## src/rtl/serial_addsub_ctrl.sv

```systemverilog
// ============================================================================
//  Module      : serial_addsub_ctrl
//  Description : Bit-serial add/subtract sequencer. One full adder/subtractor
//                cell is reused LSB-first over WIDTH cycles.
//  Revision    : 1.0 - initial release
// ============================================================================
`default_nettype none

module serial_addsub_ctrl #(
    parameter int unsigned WIDTH = 8
) (
    input  logic             clk,
    input  logic             rst,
    input  logic             start,
    input  logic [WIDTH-1:0] a,
    input  logic [WIDTH-1:0] b,
    input  logic             mode,
    input  logic             cin,
    output logic             busy,
    output logic             done,
    output logic [WIDTH-1:0] result,
    output logic             cout,
    output logic             ovf
);

    localparam int unsigned CNT_W = (WIDTH > 1) ? $clog2(WIDTH) : 1;
    localparam logic [CNT_W-1:0] C_LAST_BIT = CNT_W'(WIDTH - 1);

    typedef enum logic [1:0] {
        S_IDLE = 2'd0,
        S_RUN  = 2'd1,
        S_DONE = 2'd2
    } state_t;

    state_t            state_q, state_d;
    logic [CNT_W-1:0]  cnt_q, cnt_d;
    logic              carry_q, carry_d;
    logic [WIDTH-1:0]  a_q, a_d;
    logic [WIDTH-1:0]  b_q, b_d;
    logic              mode_q, mode_d;
    logic [WIDTH-1:0]  result_q, result_d;
    logic              busy_q, busy_d;
    logic              done_q, done_d;
    logic              cout_q, cout_d;
    logic              ovf_q, ovf_d;

    logic              w_a_bit;
    logic              w_b_bit;
    logic              w_sum_bit;
    logic              w_carry_nxt;

    // The single shared cell; subtraction differs only in the borrow term.
    always_comb begin
        w_a_bit   = a_q[cnt_q];
        w_b_bit   = b_q[cnt_q];
        w_sum_bit = w_a_bit ^ w_b_bit ^ carry_q;
        if (mode_q) begin
            w_carry_nxt = (~w_a_bit & w_b_bit) | (carry_q & ~(w_a_bit ^ w_b_bit));
        end else begin
            w_carry_nxt = (w_a_bit & w_b_bit) | (carry_q & (w_a_bit ^ w_b_bit));
        end
    end

    always_comb begin
        state_d  = state_q;
        cnt_d    = cnt_q;
        carry_d  = carry_q;
        a_d      = a_q;
        b_d      = b_q;
        mode_d   = mode_q;
        result_d = result_q;
        cout_d   = cout_q;
        ovf_d    = ovf_q;

        case (state_q)
            S_IDLE: begin
                if (start) begin
                    a_d      = a;
                    b_d      = b;
                    mode_d   = mode;
                    carry_d  = cin;
                    cnt_d    = '0;
                    result_d = '0;
                    state_d  = S_RUN;
                end
            end
            S_RUN: begin
                result_d[cnt_q] = w_sum_bit;
                carry_d         = w_carry_nxt;
                cnt_d           = cnt_q + CNT_W'(1);
                if (cnt_q == C_LAST_BIT) begin
                    // The MSB being written this cycle is the final result MSB.
                    cout_d = w_carry_nxt;
                    if (mode_q) begin
                        ovf_d = (a_q[WIDTH-1] != b_q[WIDTH-1]) && (w_sum_bit != a_q[WIDTH-1]);
                    end else begin
                        ovf_d = (a_q[WIDTH-1] == b_q[WIDTH-1]) && (w_sum_bit != a_q[WIDTH-1]);
                    end
                    cnt_d   = '0;
                    state_d = S_DONE;
                end
            end
            S_DONE: begin
                state_d = S_IDLE;
            end
            default: begin
                state_d = S_IDLE;
            end
        endcase

        busy_d = (state_d == S_RUN);
        done_d = (state_d == S_DONE);
    end

    always_ff @(posedge clk) begin
        if (rst) begin
            state_q  <= S_IDLE;
            cnt_q    <= '0;
            carry_q  <= 1'b0;
            a_q      <= '0;
            b_q      <= '0;
            mode_q   <= 1'b0;
            result_q <= '0;
            busy_q   <= 1'b0;
            done_q   <= 1'b0;
            cout_q   <= 1'b0;
            ovf_q    <= 1'b0;
        end else begin
            state_q  <= state_d;
            cnt_q    <= cnt_d;
            carry_q  <= carry_d;
            a_q      <= a_d;
            b_q      <= b_d;
            mode_q   <= mode_d;
            result_q <= result_d;
            busy_q   <= busy_d;
            done_q   <= done_d;
            cout_q   <= cout_d;
            ovf_q    <= ovf_d;
        end
    end

    assign busy   = busy_q;
    assign done   = done_q;
    assign result = result_q;
    assign cout   = cout_q;
    assign ovf    = ovf_q;

endmodule

`default_nettype wire

```

## config.mk

```make
export PLATFORM = sky130hd
export DESIGN_NAME = serial_addsub_ctrl
export DESIGN_NICKNAME = d
export VERILOG_FILES = /design/src/rtl/serial_addsub_ctrl.sv
export SDC_FILE = /design/constraint.sdc
export NUM_CORES = 1
export LEC_CHECK = 0
export CAP_MARGIN = 20
export CORE_MARGIN = 1.5
export CORE_UTILIZATION = 43
export DETAILED_ROUTE_END_ITERATION = 10
export GPL_ROUTABILITY_DRIVEN = 0
export PLACE_DENSITY = 0.71
export SLEW_MARGIN = 20
export SYNTH_ARGS = -nofsm -noshare
export SYNTH_HDL_FRONTEND = slang
export SYNTH_SLANG_ARGS = --single-unit
```

## constraint.sdc

```tcl
create_clock -name clk -period 2.2 [get_ports clk]
set_input_delay 0.55 -clock clk [delete_from_list [all_inputs] [get_ports clk]]
set_output_delay 0.55 -clock clk [all_outputs]
set_load 0.02 [all_outputs]
```

Word-level counts from Yosys, hierarchy flattened
Index checks and enable logic that the tools add are counted.
Widths: inputs -> output; s select.
{"block": "op_classes", "order_cmp": 2, "add_sub_neg": 1, "reduce_logical": 8, "eq_ne": 8, "n_bitwise": 10, "mux": 19}
{"op": "$pmux 8 s2", "count": 1}
{"op": "$bwmux 8", "count": 1}
{"op": "$mux 8", "count": 1}
{"op": "$bmux 1 s3", "count": 2}
{"op": "$mux 1", "count": 6}
{"op": "$mux 3", "count": 2}
{"op": "$pmux 3 s2", "count": 1}
{"op": "$reduce_and 2->1", "count": 3}
{"op": "$and 1x1->1", "count": 4}
{"op": "$eq 2x1->1 const B", "count": 2}
{"op": "$lt 3x4->1 const B", "count": 1}
{"op": "$mux 2", "count": 2}
{"op": "$pmux 2 s2", "count": 1}
{"op": "$add 3x1->3 const B", "count": 1}
{"op": "$demux 1 s3", "count": 1}
{"op": "$eq 3x3->1 const B", "count": 1}
{"op": "$ge 3x1->1 const B", "count": 1}
{"op": "$logic_and 1x1->1", "count": 3}
{"op": "$eq 2x2->1 const B", "count": 1}
{"op": "$logic_not 2->1", "count": 1}
{"op": "$ne 1x1->1", "count": 2}
{"op": "$ne 2x2->1 const B", "count": 1}
{"op": "$not 1->1", "count": 2}
{"op": "$or 1x1->1", "count": 2}
{"op": "4 further kinds", "count": 5}
{"block": "word_totals", "regBits": 35}

Logic depth before layout (Yosys ltp)
Gate-level depths: netlist of run 1.
{"block": "logic_depth", "word_depth": 8, "depth_mapped": 9, "ltp_nobuf": 7}

Worst setup path before layout of run 1
No wires, ideal clock.
{"block": "synth_timing", "kind": "flip-flop to flip-flop", "startpoint": "register cnt_q[0]", "endpoint": "register ovf_q, in the netlist ovf", "required_time_ns": 2.109, "path_buffers": 0, "arrival_time_ns": 2.283, "synth_period_minus_slack_ns": 2.374, "path_stages_with_launch": 8, "setup_ns": 0.091, "setup_slack_ns": -0.174, "cell_sequence": "dfxtp_1 mux2_4 a221o_1 a22o_1 fa_1 nor2b_1 mux2i_1 a311oi_1"}
{"block": "synth_via", "elab_chain_cells": 7, "elab_cells_between_ends": 12, "cone_classes": "eq/ne: 2; mux: 5; bitwise: 2; reduce/logical: 3"}
{"element": "from (decl)", "line_no": "36", "text": "logic [CNT_W-1:0] cnt_q, cnt_d;"}
{"element": "from (signal assigned)", "line_no": "130", "text": "cnt_q <= cnt_d;"}
{"element": "$bmux 1 s3 (on tied branches)", "line_no": "54, 55"}
{"element": "$mux 1 (on tied branches)", "line_no": "54, 55"}
{"element": "$xor 1x1->1 (2 in series)", "line_no": "56", "text": "w_sum_bit = w_a_bit ^ w_b_bit ^ carry_q;"}
{"element": "$ne 1x1->1", "line_no": "95, 97"}
{"element": "$logic_and 1x1->1 (on tied branches)", "line_no": "97, 95"}
{"element": "$mux 1", "line_no": "94", "text": "if (mode_q) begin"}
{"element": "to (signal assigned)", "line_no": "139", "text": "ovf_q <= ovf_d;"}
{"element": "to (decl)", "line_no": "45", "text": "logic ovf_q, ovf_d;"}
Several ways; a longest one is shown, not always the timed one. The select of a mux whose other input is x is not followed.
A chain may end at the register's enable or synchronous reset.

Final worst setup path of run 1
{"block": "layout_timing", "startpoint": "register cnt_q[0]", "endpoint": "register result_q[7], in the netlist result[7]"}
{"block": "layout_via", "elab_chain_cells": 6, "elab_cells_between_ends": 13, "cone_classes": "order compare: 2; mux: 8; bitwise: 2; reduce/logical: 1"}
{"element": "$lt 3x4->1 (not written as such) (tied with other cells)", "line_no": "88", "text": "result_d[cnt_q] = w_sum_bit;"}
{"element": "$logic_and 1x1->1 (not written as such) (tied with other cells)", "line_no": "88"}
{"element": "$mux 1 (not written as such) or $xor 1x1->1 (tied branches)", "line_no": "88, 56"}
{"element": "$demux 1 s3 or $xor 1x1->1 (tied branches)", "line_no": "88, 56"}
{"element": "$bwmux 8 (*)", "line_no": "88"}
{"element": "$pmux 8 s2 (*)", "line_no": "75", "text": "case (state_q)"}
{"element": "to (signal assigned)", "line_no": "135", "text": "result_q <= result_d;"}
{"element": "to (decl)", "line_no": "41", "text": "logic [WIDTH-1:0] result_q, result_d;"}
Mark *: on every way between the ends. The rest lies on a longest branch, timed or not. The select of a mux whose other input is x is not followed.

==> results of run 1 <==
==> layout make-up <==
class / instances / area share [%]
clock buffers: 5 / 2.93
inverters: 7 / 1.12
repair buffers: 53 / 20.6
multi-input cells: 142 / 39.9
well taps: 48 / 2.55
flip-flops and latches: 35 / 30.0
clock inverters: 3 / 2.87
==> sequential cells by signal (all words and copies together) (netlist names), 2 cells and up <==
signal and count:
a_q 8, b_q 8, result 8, cnt_q 3, state_q 2
==> cell usage after synthesis (2+ instances only) <==
cell type,n,area share (%)
nand2_1,40,8.7
dfxtp_1,35,41
a21oi_1,31,9.0
buf_2,9,2.6
nor2_1,8,1.7
inv_1,7,1.5
o32ai_1,7,3.6
clkbuf_1,6,1.3
nand3b_1,6,2.6
a22oi_1,5,2.2
mux2i_1,5,2.9
nand2b_1,4,1.5
nand4_1,3,1.1
nor2b_1,3,1.1
o21ai_0,3,0.87
or4bb_1,3,2.0
buf_6,2,1.3
fa_1,2,2.3
ha_1,2,1.5
nand3_1,2,0.58
nand4b_1,2,1.0
nor3_1,2,0.58
==> timing repair <==
item	in CTS	in global routing
gates resized for setup	3	7
hold buffers	0	0
pin swaps	12	8
buffers inserted	2	4
setup endpoints to repair	11	11
==> cell usage in the layout, fill, tap and decap left out, types with 2 or more instances in the layout <==
master and n:
buf_4 19, nand4b_1 2, mux2i_1 5, nand2_1 40, nor3_1 2, dfxtp_1 33, nor2_1 8, or4bb_1 3
nand4_1 3, clkdlybuf4s50_1 32, nand3_1 2, bufinv_16 2, a21oi_1 30, nand2b_1 4, nor2b_1 3, ha_1 2
o21ai_0 3, clkbuf_8 5, o32ai_1 3, nand3b_1 6, a22oi_1 5, buf_6 2, o32ai_2 4, inv_1 7
==> critical path, delay by kind of cell (launching register included) <==
family	cells	cell delay, ns
AO/OA/AOI/OAI	3	0.64
adder cells (fa/ha/maj)	1	0.58
flip-flops	1	0.36
buffers and inverters	2	0.31
multiplexers	1	0.29
AND/OR/NAND/NOR	1	0.13
==> power by group through the flow <==
stage	clock (uW)	sequential, uW	combinational [uW]
2_1_floorplan	0	688	122
3_3_place_gp	0	692	188
3_5_place_dp	0	693	191
4_1_cts	704	678	203
5_1_grt	741	682	238
6_report	696	678	214
==> cell families after synthesis <==
family,after synthesis,synth area share (%)
DFF,35,40.8
AOI/OAI and AO/OA,53,19.4
muxes,6,3.79
adders and majority gates,4,3.79
xor gates and xnor gates,1,0.510
buffers and inverters,26,7.43
and+or+nand+nor,78,24.3
==> worst paths after layout <==
check                        startpoint                endpoint  slack (ns)  cells after the start
setup reg to reg  cnt_q[0]$_SDFFE_PP0P_  result[7]$_SDFFE_PP0P_       -0.18                      8
hold / removal      b_q[0]$_SDFFE_PP0P_     b_q[0]$_SDFFE_PP0P_        0.46                      2
hold reg to reg     b_q[0]$_SDFFE_PP0P_     b_q[0]$_SDFFE_PP0P_        0.46                      2
setup / recovery  cnt_q[0]$_SDFFE_PP0P_  result[7]$_SDFFE_PP0P_       -0.18                      8
==> per-stage QoR <==
step           TNS, ns  setup WS (ns)  power, uW  hold slack [ns]
2_1_floorplan   -0.230        -0.0814        810            0.432
3_3_place_gp    -0.795         -0.157        880            0.444
3_5_place_dp     -1.16         -0.230        883            0.446
4_1_cts          -1.00         -0.213       1590            0.457
5_1_grt          -2.44         -0.278       1660            0.479
6_report         -1.25         -0.180       1590            0.458
==> metal layers <==
metal  vias up  routed length (microns)
met4         0                       43
met2        31                     1740
li1        793                        -
met3         4                      148
met1       706                     1810
met5         -                        0
==> impl_summary.txt, run 1 <==
----------------------------------------------------
[GRT]
  Total Routing Usage GR ... 19.5%
  Gr ovfl total ... 0
  Met2 usage in global routing ... 32.4%
  Met3 track demand over resource in global routing ... 5.11%
  Most Used Layer, Global Route ... met2
  Antenna violations before repair ... 0
  Met1 track demand over resource in global routing ... 24.6%
  Vias in the first global route ... 1439
  Global-route wire length before repair ... 6.51 mm
  Largest net degree at the start of global routing ... 34

[Flow run]
  Max-cap violation count ... 0

[Floorplanning]
  Die width ... 66.2 microns
  Standard-cell rows ... 22
  Effective utilization at floorplan ... 45.9%
  Total die area ... 4380 sq um
  Core footprint ... 3740 sq um
  Overall die height ... 66.2 microns
  Top-Level Pins ... 33

[Cells and area]
  Antenna diodes ... 0
  Area added between synthesis and finish ... 37.0%
  Fraction of layout instances using a drive strength above 1 ... 17.1%
  Number of standard cells in the layout, taps in and fillers out ... 293
  Multi-input logic area ... 937 sq um
  # nets final ... 269
  Post-route cell area ... 2350 sq um
  Flip-flop and latch area ... 706 sq um
  Finished Core Util ... 62.8%
  Fillers ... 348

[Detailed routing]
  Average vias per placed instance ... 5.24
  DR pass1 iterations ... 4
  Detailed-route DRC error count ... 0
  Via Count ... 1534
  DR iter-0 viols ... 81
  Remaining number of nets flagged by the antenna check after routing ... 0
  Drt wl/cell ... 12.8 microns
  Total wire length after detailed routing ... 3.74 mm

[Clock tree]
  Clock latency reported for the late side of the worst-skew pair ... 0.29 ns
  Clock-pin slew reported for the worst setup and hold paths after clock tree synthesis ... 0.08 ns
  Buffer type at the clock tree root ... clkbuf_8
  Buffers from clock root to sink, at most ... 2
  CTS tree ... built
  Sink Count ... 35
  H-tree level count ... 2
  Number of buffers created by CTS ... 5

[Timing]
  RSZ-0062 raised after global routing ... true
  Final-report max-slew violation count ... 0
  Least-Margin Pin Slew ... 0.592 ns
  Number of setup violations in the final report ... 9
  Slew margin rel. ... 60.5%
  Highest clock rate ... 420 MHz
  Number of failing hold endpoints at the final stage ... 0
  Clock skew ... 0.00605 ns
  Post-route setup slack ... -0.180 ns
  Portion of the clock cycle consumed by the worst path in the final layout ... 108%
  Time the final worst path needs with I/O delays and setup ... 2.38 ns

[Logic synthesis]
  Number of flops mapped to enable cells by yosys ... 0
  Synth Cell Area ... 1720 sq um
  Synthesized netlist net count ... 228
  Number of warnings printed during yosys synthesis ... 0
  Per-instance average area after synthesis ... 8.46 sq um
  Synth unique cells ... 38
  Synth async-reset ratio ... 0%
  Flip-flop and latch count after synthesis ... 35
  Sequential cell area fraction in the yosys report ... 40.8%
  Number of cells produced by synthesis ... 203
  Most frequently used flop master after synthesis ... dfxtp_1

[Setup path]
  Critical path capture point type ... register
  Critical path arrival ... 2.58 ns
  Max stage delay on crit path ... 0.58 ns
  Critical Path Fanout Max ... 4
  Setup crit start kind ... register
  Sequence of cells on the critical path ... mux2_4 > a221o_1 > a22o_1 > fa_2 > buf_6 > nand4_1 > buf_4 > o32ai_2
  Critical path class ... register to register
  Slowest-stage cell, CP ... fa_2
  Required time of the critical path ... 2.40 ns

[Power]
  Proportion of power drawn by flip-flops and latches ... 42.7%
  Switching power of the nets ... 363 uW
  Highest ir drop seen on vdd ... 0.450 mV
  Clock share of power ... 43.8%
  Internal cell power ... 1230 uW
  Combinational Power Share ... 13.5%
  Power Density ... 676 nW/um^2
  Leakage power figure ... 0.000834 uW
  Switching Share ... 22.9%

[Placement]
  Total cell area at the placement stage ... 2110 sq um
  Placed Cells ... 279
  Count of input and output buffers ... 32
  Estimated wirelength of the detail-placed design ... 2.55 mm

[Outcome]
  Status ... finished, violations left
  Failing checks ... setup timing

[Min path]
  Worst min path class ... register to register

----------------------------------------------------
Power figures use the tool's default switching activity.
==> inputs of run 2 (changes only) <==
Settings changed: DONT_BUFFER_PORTS set to 1, PLACE_DENSITY 0.71 to not set.
==> run 2 against run 1 <==
Effect of this change:
- the run still ends with setup timing left
- wire length decreased by 1.1%
- combinational power decreased by 33%
- worst hold slack got worse by 0.12 ns
- design area decreased by 16%
- clock skew decreased by 0.0032 ns
- flip-flop and latch count unchanged
- count of clock-buffer cells in the layout increased by 3
- final cell count decreased by 14%
- core utilization decreased by 10 points
- sequential power increased by 0.9%
- first-iteration DRC count increased by 56%
==> impl_summary.txt, run 2 (synthesized netlist as in run 1, its figures left out) <==
----------------------------------------------------
[Cells and area]
  Area added between synthesis and finish ... 14.5%
  Leading cell type in the layout, fill and taps excluded ... nand2_1
  Post-route cell area ... 1970 sq um
  Commonest cells after routing, fill and taps aside ... nand2_1, dfxtp_1, a21oi_1, buf_4, nor2_1
  Antenna diodes ... 0
  # nets final ... 229
  Fraction of layout instances using a drive strength above 1 ... 19.0%
  Fillers ... 381

[Timing]
  Final-layout worst hold slack ... 0.334 ns
  RSZ-0062 raised after global routing ... true
  Clock skew ... 0.00289 ns
  Final-report max-slew violation count ... 0
  Number of failing hold endpoints at the final stage ... 0
  Portion of the clock cycle consumed by the worst path in the final layout ... 110%
  Least-Margin Pin Slew ... 0.646 ns
  Slew margin rel. ... 56.9%
  Time the final worst path needs with I/O delays and setup ... 2.41 ns
  Highest clock rate ... 414 MHz
  Number of setup violations in the final report ... 8
  Post-route setup slack ... -0.213 ns

[Clock tree]
  Number of hold buffers added after CTS ... 0
  Clock latency reported for the late side of the worst-skew pair ... 0.28 ns
  Sink Count ... 35
  Buffer type at the clock tree root ... clkbuf_8
  Number of buffers created by CTS ... 5
  Clock-pin slew reported for the worst setup and hold paths after clock tree synthesis ... 0.06 ns
  Buffers from clock root to sink, at most ... 2
  H-tree level count ... 2
  CTS tree ... built

[Flow run]
  Max-cap violation count ... 0

[Power]
  Power Density ... 673 nW/um^2
  Proportion of power drawn by flip-flops and latches ... 51.7%
  Switching power of the nets ... 312 uW
  Highest ir drop seen on vdd ... 0.401 mV
  Internal cell power ... 1010 uW
  Clock share of power ... 37.5%
  Leakage power figure ... 0.000671 uW
  Combinational Power Share ... 10.9%
  Switching Share ... 23.6%

[Setup path]
  Critical path class ... register to register
  Critical path arrival ... 2.60 ns
  Critical path capture point type ... register
  Required time of the critical path ... 2.39 ns
  Critical Path Fanout Max ... 5
  Setup crit start kind ... register

[GRT]
  Total Routing Usage GR ... 19.0%
  Antenna violations before repair ... 0
  Gr ovfl total ... 0
  Met2 usage in global routing ... 32.5%
  Met3 track demand over resource in global routing ... 5.96%
  Global-route wire length before repair ... 6.28 mm
  Met1 track demand over resource in global routing ... 22.5%
  Most Used Layer, Global Route ... met2
  Vias in the first global route ... 1399
  Largest net degree at the start of global routing ... 35

[Placement]
  Count of input and output buffers ... 0
  Estimated wirelength of the detail-placed design ... 2.64 mm
  Total cell area at the placement stage ... 1750 sq um

[Detailed routing]
  Total wire length after detailed routing ... 3.70 mm
  Via Count ... 1433
  Drt wl/cell ... 14.6 microns
  DR pass1 iterations ... 4
  Detailed-route DRC error count ... 0
  Remaining number of nets flagged by the antenna check after routing ... 0
  DR iter-0 viols ... 126
  Average vias per placed instance ... 5.66

[Floorplanning]
  Overall die height ... 66.2 microns
  Effective utilization at floorplan ... 45.9%
  Standard-cell rows ... 22
  Top-Level Pins ... 33
  Core footprint ... 3740 sq um
  Die width ... 66.2 microns
  Total die area ... 4380 sq um

[Outcome]
  Failing checks ... setup timing
  Status ... finished, violations left

[Min path]
  Worst min path class ... input pin to register

----------------------------------------------------
==> run 2: cell types whose count changed in the layout (fill, tap and decap cells not counted), moves of 2 or more <==
| cell | delta |
|---|---|
| clkdlybuf4s50_1 | -32 |
| clkbuf_8 | +2 |
| buf_4 | -7 |
| bufinv_16 | -2 |
==> run 2: timing repair <==
item	4_1_cts	5_1_grt
gates resized for setup	8	9
buffers inserted	2	2
pin swaps	8	9
setup endpoints to repair	8	11
==> run 2: worst paths after layout <==
kind | endpoint | slack [ns] | start | cells past startpoint
setup / recovery | result[0]$_SDFFE_PP0P_ | -0.21 | cnt_q[0]$_SDFFE_PP0P_ | 6
hold / removal | result[6]$_SDFFE_PP0P_ | 0.33 | rst | 1
setup reg to reg | result[0]$_SDFFE_PP0P_ | -0.21 | cnt_q[0]$_SDFFE_PP0P_ | 6
hold reg to reg | a_q[3]$_SDFFE_PP0P_ | 0.45 | a_q[3]$_SDFFE_PP0P_ | 2
==> run 2: power groups by stage <==
stage	Clock, uW	Sequential (uW)	Combinational, uW
after CTS	515	683	136
final	496	684	144
after detailed placement	0	697	128
after floorplan	0	688	122
after global routing	554	686	160
after global placement	0	696	122
==> run 2: routing by layer <==
metal	share of wire [%]	routed length (microns)	vias up
li1	-	-	712
met1	44	1610	675
met2	50	1850	40
met3	4.9	182	6
met4	1.6	58	0
met5	0	0	-
==> run 2: layout make-up <==
class                      instances  area, sq um  share of cell area [%]
multi-input combinational        142          972                    49.5
inverter                           7         26.3                    1.34
clock buffer                       8          100                    5.09
tap                               48         60.1                    3.06
timing repair buffer              13          101                    5.16
sequential                        35          706                    35.9
==> run 2: worst max-delay path: stages, from the launching register on <==
cell,delay [ns]
dfxtp_4,0.35
mux2_4,0.29
a221o_1,0.37
a22o_1,0.23
fa_2,0.57
nand4_1,0.18
o32ai_1,0.33
==> run 2: per-stage QoR <==
stage / total power, uW / setup WS [ns] / instances / util [%] / TNS, ns
floorplan: 810 / -0.0814 / 203 / - / -0.230
global placement: 818 / -0.158 / 241 / 46.7 / -0.849
detailed placement: 825 / -0.279 / 241 / 46.7 / -1.41
CTS: 1330 / -0.188 / 251 / 51.0 / -1.13
global route: 1400 / -0.269 / 253 / 52.5 / -1.83
finish: 1320 / -0.213 / 253 / 52.5 / -1.21
